## src/rtl/fp_sum_reduce_pkg.sv

```systemverilog
// Shared floating-point parameters and the reduction FSM encoding.
package fp_sum_reduce_pkg;

  localparam int FP_FRAC_WIDTH  = 24;
  localparam int FP_EXP_WIDTH   = 8;
  localparam int FP_ADD_LATENCY = 13;

  localparam logic [FP_FRAC_WIDTH+FP_EXP_WIDTH-1:0] FP_POS_ZERO = '0;
  localparam logic [FP_FRAC_WIDTH+FP_EXP_WIDTH-1:0] FP_QNAN =
    {1'b0, {FP_EXP_WIDTH{1'b1}}, 1'b1, {(FP_FRAC_WIDTH-2){1'b0}}};

  typedef enum logic [1:0] {
    ST_IDLE   = 2'd0,
    ST_ACCUM  = 2'd1,
    ST_FINISH = 2'd2
  } state_e;

endpackage

```

## src/rtl/fp_sum_reduce_add.sv

```systemverilog
// Pipelined IEEE-754 adder: round-to-nearest-even, subnormals flushed to zero,
// result delayed LATENCY cycles. Only the valid pipeline is reset.
module floating_point_add
  import fp_sum_reduce_pkg::*;
#(
  parameter int FRAC_WIDTH = FP_FRAC_WIDTH,
  parameter int EXP_WIDTH  = FP_EXP_WIDTH,
  parameter int LATENCY    = FP_ADD_LATENCY
) (
  input  logic                            clk_i,
  input  logic                            rst_i,
  input  logic                            valid_i,
  input  logic [FRAC_WIDTH+EXP_WIDTH-1:0] a_i,
  input  logic [FRAC_WIDTH+EXP_WIDTH-1:0] b_i,
  output logic                            valid_o,
  output logic [FRAC_WIDTH+EXP_WIDTH-1:0] sum_o
);
  localparam int DW = FRAC_WIDTH + EXP_WIDTH;
  localparam int MW = FRAC_WIDTH - 1;
  localparam int N  = FRAC_WIDTH + 3;
  localparam int XW = EXP_WIDTH + 2;
  localparam logic [EXP_WIDTH-1:0] EXP_MAX = '1;
  localparam logic [EXP_WIDTH-1:0] SH_MAX  = EXP_WIDTH'(N);
  localparam logic [DW-1:0] QNAN = {1'b0, {EXP_WIDTH{1'b1}}, 1'b1, {(MW-1){1'b0}}};

  logic                 a_s, b_s, x_s, y_s;
  logic [EXP_WIDTH-1:0] a_e, b_e, x_e, y_e, shamt;
  logic [MW-1:0]        a_m, b_m, x_m, y_m;
  logic                 a_nan, b_nan, a_inf, b_inf, a_zero, b_zero, swap;
  logic [N-1:0]         mx, my, my_al, lost, norm;
  logic [N:0]           sum_raw;
  logic [XW-1:0]        lz, exp_r;
  logic                 found, rnd;
  logic [FRAC_WIDTH:0]  mant_r;
  logic [DW-1:0]        res;

  logic [LATENCY-1:0]   vld_q;
  logic [DW-1:0]        pipe_q [LATENCY];

  assign {a_s, a_e, a_m} = a_i;
  assign {b_s, b_e, b_m} = b_i;
  assign a_nan  = (a_e == EXP_MAX) && (a_m != '0);
  assign b_nan  = (b_e == EXP_MAX) && (b_m != '0);
  assign a_inf  = (a_e == EXP_MAX) && (a_m == '0);
  assign b_inf  = (b_e == EXP_MAX) && (b_m == '0);
  assign a_zero = (a_e == '0);
  assign b_zero = (b_e == '0);
  assign swap   = {b_e, b_m} > {a_e, a_m};

  always_comb begin
    x_s = swap ? b_s : a_s;
    x_e = swap ? b_e : a_e;
    x_m = swap ? b_m : a_m;
    y_s = swap ? a_s : b_s;
    y_e = swap ? a_e : b_e;
    y_m = swap ? a_m : b_m;
    mx    = {1'b1, x_m, 3'b000};
    my    = {1'b1, y_m, 3'b000};
    shamt = x_e - y_e;
    lost  = '0;
    // The smaller operand keeps guard/round bits and a sticky bit of what falls off.
    if (shamt >= SH_MAX) begin
      my_al = {{(N-1){1'b0}}, 1'b1};
    end else begin
      my_al    = my >> shamt;
      lost     = my & ~({N{1'b1}} << shamt);
      my_al[0] = my_al[0] | (|lost);
    end
    sum_raw = (x_s != y_s) ? ({1'b0, mx} - {1'b0, my_al}) : ({1'b0, mx} + {1'b0, my_al});
    lz    = '0;
    found = 1'b0;
    for (int i = N - 1; i >= 0; i--) begin
      if (!found) begin
        if (sum_raw[i]) found = 1'b1;
        else            lz    = lz + XW'(1);
      end
    end
    if (sum_raw[N]) begin
      norm    = sum_raw[N:1];
      norm[0] = norm[0] | sum_raw[0];
      exp_r   = {2'b00, x_e} + XW'(1);
    end else begin
      norm  = sum_raw[N-1:0] << lz;
      exp_r = {2'b00, x_e} - lz;
    end
    rnd    = norm[2] & ((|norm[1:0]) | norm[3]);
    mant_r = {1'b0, norm[N-1:3]} + {{FRAC_WIDTH{1'b0}}, rnd};
    if (mant_r[FRAC_WIDTH]) begin
      mant_r = mant_r >> 1;
      exp_r  = exp_r + XW'(1);
    end
    if (a_nan || b_nan || (a_inf && b_inf && (a_s != b_s))) res = QNAN;
    else if (a_inf)                                      res = a_i;
    else if (b_inf)                                      res = b_i;
    else if (a_zero && b_zero)                           res = {a_s & b_s, {(DW-1){1'b0}}};
    else if (a_zero)                                     res = b_i;
    else if (b_zero)                                     res = a_i;
    else if (sum_raw == '0)                              res = '0;
    else if (exp_r[XW-1] || (exp_r == '0))               res = {x_s, {(DW-1){1'b0}}};
    else if (exp_r >= {2'b00, EXP_MAX})                  res = {x_s, EXP_MAX, {MW{1'b0}}};
    else                                                 res = {x_s, exp_r[EXP_WIDTH-1:0], mant_r[MW-1:0]};
  end

  always_ff @(posedge clk_i) begin
    if (rst_i) begin
      vld_q <= '0;
    end else begin
      for (int i = LATENCY - 1; i > 0; i--) vld_q[i] <= vld_q[i-1];
      vld_q[0] <= valid_i;
    end
  end

  always_ff @(posedge clk_i) begin
    for (int i = LATENCY - 1; i > 0; i--) pipe_q[i] <= pipe_q[i-1];
    pipe_q[0] <= res;
  end

  assign valid_o = vld_q[LATENCY-1];
  assign sum_o   = pipe_q[LATENCY-1];

endmodule

```

## src/rtl/fp_sum_reduce.sv

```systemverilog
// Streaming floating-point sum: elements and adder results share one operand queue,
// and any two queued values are added until a single value remains.
module fp_sum_reduce
  import fp_sum_reduce_pkg::*;
#(
  parameter int FRAC_WIDTH  = FP_FRAC_WIDTH,
  parameter int EXP_WIDTH   = FP_EXP_WIDTH,
  parameter int LEN_WIDTH   = 16,
  parameter int QUEUE_DEPTH = 16,
  parameter int ADD_LATENCY = FP_ADD_LATENCY
) (
  input  logic                            clkIn,
  input  logic                            rstIn,
  input  logic                            startIn,
  input  logic [LEN_WIDTH-1:0]            lenIn,
  input  logic [FRAC_WIDTH+EXP_WIDTH-1:0] dataIn,
  input  logic                            validIn,
  output logic                            readyOut,
  output logic [FRAC_WIDTH+EXP_WIDTH-1:0] sumOut,
  output logic                            doneOut,
  output logic                            busyOut
);
  localparam int DW = FRAC_WIDTH + EXP_WIDTH;
  localparam int PW = $clog2(QUEUE_DEPTH);
  localparam int CW = $clog2(QUEUE_DEPTH + 1);
  localparam int IW = $clog2(ADD_LATENCY + 1);

  state_e               state_q, state_d;
  logic [LEN_WIDTH-1:0] term_q, term_d, recv_q, recv_d;
  logic [CW-1:0]        cnt_q, cnt_d;
  logic [IW-1:0]        infl_q, infl_d;
  logic [PW-1:0]        head_q, head_d, tail_q, tail_d, head_p1, tail_p1;
  logic [DW-1:0]        sum_q, sum_d;
  logic                 done_q, done_d, ready_q, ready_d, busy_q, busy_d;
  logic [DW-1:0]        mem_q [QUEUE_DEPTH];

  logic                 accept, add_valid, add_valid_o;
  logic [DW-1:0]        add_sum_o;

  function automatic logic [PW-1:0] ptr_add(input logic [PW-1:0] p, input logic [1:0] n);
    logic [PW:0] s;
    s = {1'b0, p} + {{(PW-1){1'b0}}, n};
    if (s >= (PW+1)'(QUEUE_DEPTH)) s = s - (PW+1)'(QUEUE_DEPTH);
    return s[PW-1:0];
  endfunction

  assign accept    = validIn && ready_q;
  assign add_valid = (state_q == ST_ACCUM) && (cnt_q >= CW'(2));
  assign head_p1   = ptr_add(head_q, 2'd1);
  assign tail_p1   = ptr_add(tail_q, 2'd1);

  floating_point_add #(
    .FRAC_WIDTH (FRAC_WIDTH),
    .EXP_WIDTH  (EXP_WIDTH),
    .LATENCY    (ADD_LATENCY)
  ) u_add (
    .clk_i   (clkIn),
    .rst_i   (~rstIn),
    .valid_i (add_valid),
    .a_i     (mem_q[head_q]),
    .b_i     (mem_q[head_p1]),
    .valid_o (add_valid_o),
    .sum_o   (add_sum_o)
  );

  always_comb begin
    state_d = state_q;
    term_d  = term_q;
    recv_d  = recv_q;
    sum_d   = sum_q;
    done_d  = 1'b0;
    head_d  = add_valid ? ptr_add(head_q, 2'd2) : head_q;
    tail_d  = ptr_add(tail_q, {1'b0, add_valid_o} + {1'b0, accept});
    cnt_d   = cnt_q + CW'(add_valid_o) + CW'(accept) - (add_valid ? CW'(2) : CW'(0));
    infl_d  = infl_q + IW'(add_valid) - IW'(add_valid_o);
    unique case (state_q)
      ST_IDLE: begin
        if (startIn) begin
          state_d = ST_ACCUM;
          term_d  = lenIn;
          recv_d  = lenIn;
        end
      end
      ST_ACCUM: begin
        if (accept)    recv_d = recv_q - LEN_WIDTH'(1);
        if (add_valid) term_d = term_q - LEN_WIDTH'(1);
        // A zero-length run has nothing to reduce and finishes immediately.
        if ((term_q == '0) ||
            ((term_q == LEN_WIDTH'(1)) && (infl_q == '0) && (cnt_q == CW'(1)) && (recv_q == '0)))
          state_d = ST_FINISH;
      end
      ST_FINISH: begin
        state_d = ST_IDLE;
        done_d  = 1'b1;
        sum_d   = (term_q == '0) ? '0 : mem_q[head_q];
        term_d  = '0;
        cnt_d   = '0;
        head_d  = '0;
        tail_d  = '0;
      end
      default: state_d = ST_IDLE;
    endcase
    ready_d = (state_d == ST_ACCUM) && (recv_d != '0) &&
              (({1'b0, cnt_d} + (CW+1)'(infl_d)) <= (CW+1)'(QUEUE_DEPTH - 2));
    busy_d  = (state_d != ST_IDLE);
  end

  always_ff @(posedge clkIn) begin
    if (!rstIn) begin
      state_q <= ST_IDLE;
      term_q  <= '0;
      recv_q  <= '0;
      cnt_q   <= '0;
      infl_q  <= '0;
      head_q  <= '0;
      tail_q  <= '0;
      sum_q   <= '0;
      done_q  <= 1'b0;
      ready_q <= 1'b0;
      busy_q  <= 1'b0;
    end else begin
      state_q <= state_d;
      term_q  <= term_d;
      recv_q  <= recv_d;
      cnt_q   <= cnt_d;
      infl_q  <= infl_d;
      head_q  <= head_d;
      tail_q  <= tail_d;
      sum_q   <= sum_d;
      done_q  <= done_d;
      ready_q <= ready_d;
      busy_q  <= busy_d;
    end
  end

  // A returning adder result is queued ahead of an element accepted in the same cycle.
  always_ff @(posedge clkIn) begin
    if (add_valid_o) mem_q[tail_q] <= add_sum_o;
    if (accept)      mem_q[add_valid_o ? tail_p1 : tail_q] <= dataIn;
  end

  assign readyOut = ready_q;
  assign sumOut   = sum_q;
  assign doneOut  = done_q;
  assign busyOut  = busy_q;

endmodule

```

## config.mk

```make
export PLATFORM = sky130hd
export DESIGN_NAME = fp_sum_reduce
export DESIGN_NICKNAME = d
export VERILOG_FILES = /design/src/rtl/fp_sum_reduce_pkg.sv /design/src/rtl/fp_sum_reduce_add.sv /design/src/rtl/fp_sum_reduce.sv
export SDC_FILE = /design/constraint.sdc
export NUM_CORES = 2
export LEC_CHECK = 0
export ABC_AREA = 1
export BUFFER_PORTS_ARGS = -buffer_cell sky130_fd_sc_hd__buf_2
export CAP_MARGIN = 20
export CORE_MARGIN = 1
export CORE_UTILIZATION = 45
export CTS_BUF_LIST = sky130_fd_sc_hd__clkbuf_2
export DETAILED_ROUTE_END_ITERATION = 12
export GPL_TIMING_DRIVEN = 0
export PLACE_DENSITY = 0.64
export SYNTH_ARGS = -nofsm -noshare
export SYNTH_HDL_FRONTEND = slang
export SYNTH_SLANG_ARGS = --single-unit
```

## constraint.sdc

```tcl
create_clock -name clkIn -period 27.8 [get_ports clkIn]
set_clock_uncertainty 0.1 [all_clocks]
set_input_delay 2.78 -clock clkIn [delete_from_list [all_inputs] [get_ports clkIn]]
set_output_delay 2.78 -clock clkIn [all_outputs]
set_load 0.01 [all_outputs]
```

==> run summary <==
Worst Path Required - 29.12 ns
Die Ht - 348.3 um
FF+latch count, synth - 1,029
vias after detailed routing - 51,767
Fillers - 11,510
status - completed
Critical Path Max Stage Delay - 0.39 ns
clock slew at reported path FFs - 0.12 ns
top-count cell post-synth - nand2_1
final instance area - 0.06121 sq mm
Placed Area - 0.05701 sq mm
drt drc - 0
share of the synthesized area in the top cell type - 0.2849
largest net degree at the start of global routing - 24
cts hold-fix bufs - 0
detailed placement HPWL - 149,700 um
setup TNS - 0 ns
Hold Violations, Final - 0
first-pass GRT wire length - 291,700 um
Initial Util - 0.4552
Avg Inst Size Synth - 7.826 sq um
crit path kind - reg2reg
area leader, netlist - edfxtp_1
DR vias/cell - 5.670
unrepaired setup endpoints after global routing - yes
asr flop ratio synth - 0
Max-Cap Viols - 0
pre-CTS WS - -2.530 ns
fin crit period - 26.12 ns
Crit path buffers/inverters - 42
post-synth cell types - 69
row count - 126
worst setup margin - 1.678 ns
Worst path most repeated cell - nand2_1
Num CTS Buffers - 241
Syn-to-layout area delta - 13.43%
syn_nets - 7,099
Synth top cells by count - 1,582 x nand2_1, 935 x o21ai_0, 765 x nor2_1, 580 x inv_1, 517 x dfxtp_1
die width - 348.3 um
Top delay family on crit path - simple AND/OR/NAND/NOR gates
Final GP Congestion - 1.001
antenna violations before repair - 8
total global-route track usage - 0.3199
Final nets - 7,521
Routed WL - 199,000 um
CTS H-Tree Depth - 4
Startpoint Class - register
relative slew slack - 0.2032
Setup-failing EPs final - 0
routed len/inst - 21.80 um
maximum root-to-sink buffer count - 3
Synth warnings - 0
I/O Buffers - 85
Post-synth EDFFs - 512
first drt pass iteration count - 6
Hold Crit Class - reg2reg
CTS root buffer - clkbuf_2
initial detailed-routing violation count - 6,683
Worst EP arrival - 27.44 ns
Detail Route Antenna Nets - 0
GRT overflow - 0
vias in the first global route - 47,747
Synth Flop Type - dfxtp_1
CP Max Fanout - 10
Period Utilization, post-route - 0.9396
placed cells - 8,606
Seq/Total Area, Yosys - 0.4767
Finished Layout Cells - 9,130
CTS tree - done
Area contributors post-synth - edfxtp_1 28%, dfxtp_1 19%, nand2_1 11%, o21ai_0 8.7%, nor2_1 5.3%
measured slew at the worst slew-check pin - 1.191 ns
cell count after synthesis - 6,896
CP max-delay cell - dfxtp_4
io pins - 87
clk_lat worst skew - 1.66 ns
Core Box Area - 0.1186 sq mm
Crit. End Element - register
Clock Sinks - 1,029
max-slew violation count - 0
layout cell share with drive strength beyond 1 - 0.1415
die area - 0.1213 sq mm
maximum clock frequency - 38.28 MHz
Post-Syn Area - 0.05397 sq mm
[cells by family (layout without fill, tap and decap cells)]
kind of cell    count (synthesis)  in the layout  synth area share
buf+inv                      1062           1686           0.07781
fa+ha+maj                     151            151           0.03584
other cells                     0              9                 0
xor+xnor                       73             73           0.01185
simple gates                 3092           3093            0.2449
flops                        1029           1029            0.4767
compound gates               1482           1482            0.1517
mux                             7              7          0.001298
[placed cells by master (no fill, tap or decap), types with 52 or more instances in the layout]
cell type / netlist / layout
a21oi_1: 168 / 158
buf_2: 59 / 120
buf_4: 20 / 86
clkbuf_1: 294 / 250
clkbuf_2: 0 / 369
clkinv_1: 12 / 82
dfxtp_1: 517 / 514
edfxtp_1: 512 / 512
ha_1: 145 / 141
inv_1: 580 / 561
inv_2: 44 / 52
nand2_1: 1582 / 1565
nand2_2: 47 / 60
nand3_1: 408 / 398
nand4_1: 111 / 111
nor2_1: 765 / 747
o21ai_0: 935 / 898
o21ai_1: 96 / 84
o22ai_1: 58 / 54
xor2_1: 54 / 53
[metal layers]
layer,vias to the layer above,routed length [um],track usage
met5,-,0,0
met3,431,23400,0.07792
met4,0,8679,0.1570
met1,24165,82620,0.4414
li1,24129,-,-
met2,3042,84330,0.4663
[cell type report]
type / instances / area [sq um] / share of cell area
clock inverters: 99 / 560.5 / 0.009157
repair buffers: 180 / 1394 / 0.02277
plain buffers: 422 / 2217 / 0.03622
clock buffers: 347 / 1737 / 0.02837
inverters: 638 / 2444 / 0.03992
diodes: 9 / 22.52 / 0.0003679
multi-input cells: 4806 / 25100 / 0.4101
well taps: 1600 / 2002 / 0.03270
flip-flops and latches: 1029 / 25740 / 0.4204
[per-stage QoR]
step / hold slack (ns) / util
2_1_floorplan: 0.2096 / -
3_3_place_gp: 0.2096 / 0.4757
3_5_place_dp: 0.2121 / 0.4809
4_1_cts: 0.09034 / 0.5032
5_1_grt: 0.09199 / 0.5163
6_report: 0.1389 / 0.5163
[timing repair]
item / CTS / global route
cloned: 0 / 3
pin swaps: 6 / 49
endpoints found under the setup margin: 31 / 31
buffers inserted: 8 / 57
resized for setup: 100 / 349
[final timing paths]
| check | slack [ns] | from | end | depth (start not counted) |
|---|---|---|---|---|
| hold reg to reg | 0.14 | u_add.pipe_q[1][43] | u_add.pipe_q[1][75] | 0 |
| hold / removal | 0.14 | u_add.pipe_q[1][43] | u_add.pipe_q[1][75] | 0 |
| setup / recovery | 1.68 | head_q[1] | u_add.pipe_q[0][24] | 180 |
| setup reg to reg | 1.68 | head_q[1] | u_add.pipe_q[0][24] | 180 |
[sequential cells by signal, summed over array words and instances, names as in the netlist, 2 cells and up, named ones only]
name / flops
tail_q: 4
cnt_q: 5
mem_q: 512
state_q: 2
u_add.pipe_q: 416
infl_q: 4
u_add.vld_q: 13
term_q: 16
sumOut: 32
head_q: 3
recv_q: 16
Power is not shown: default switching activity piles up to over one toggle a cycle in this logic, so the estimate is an artifact.
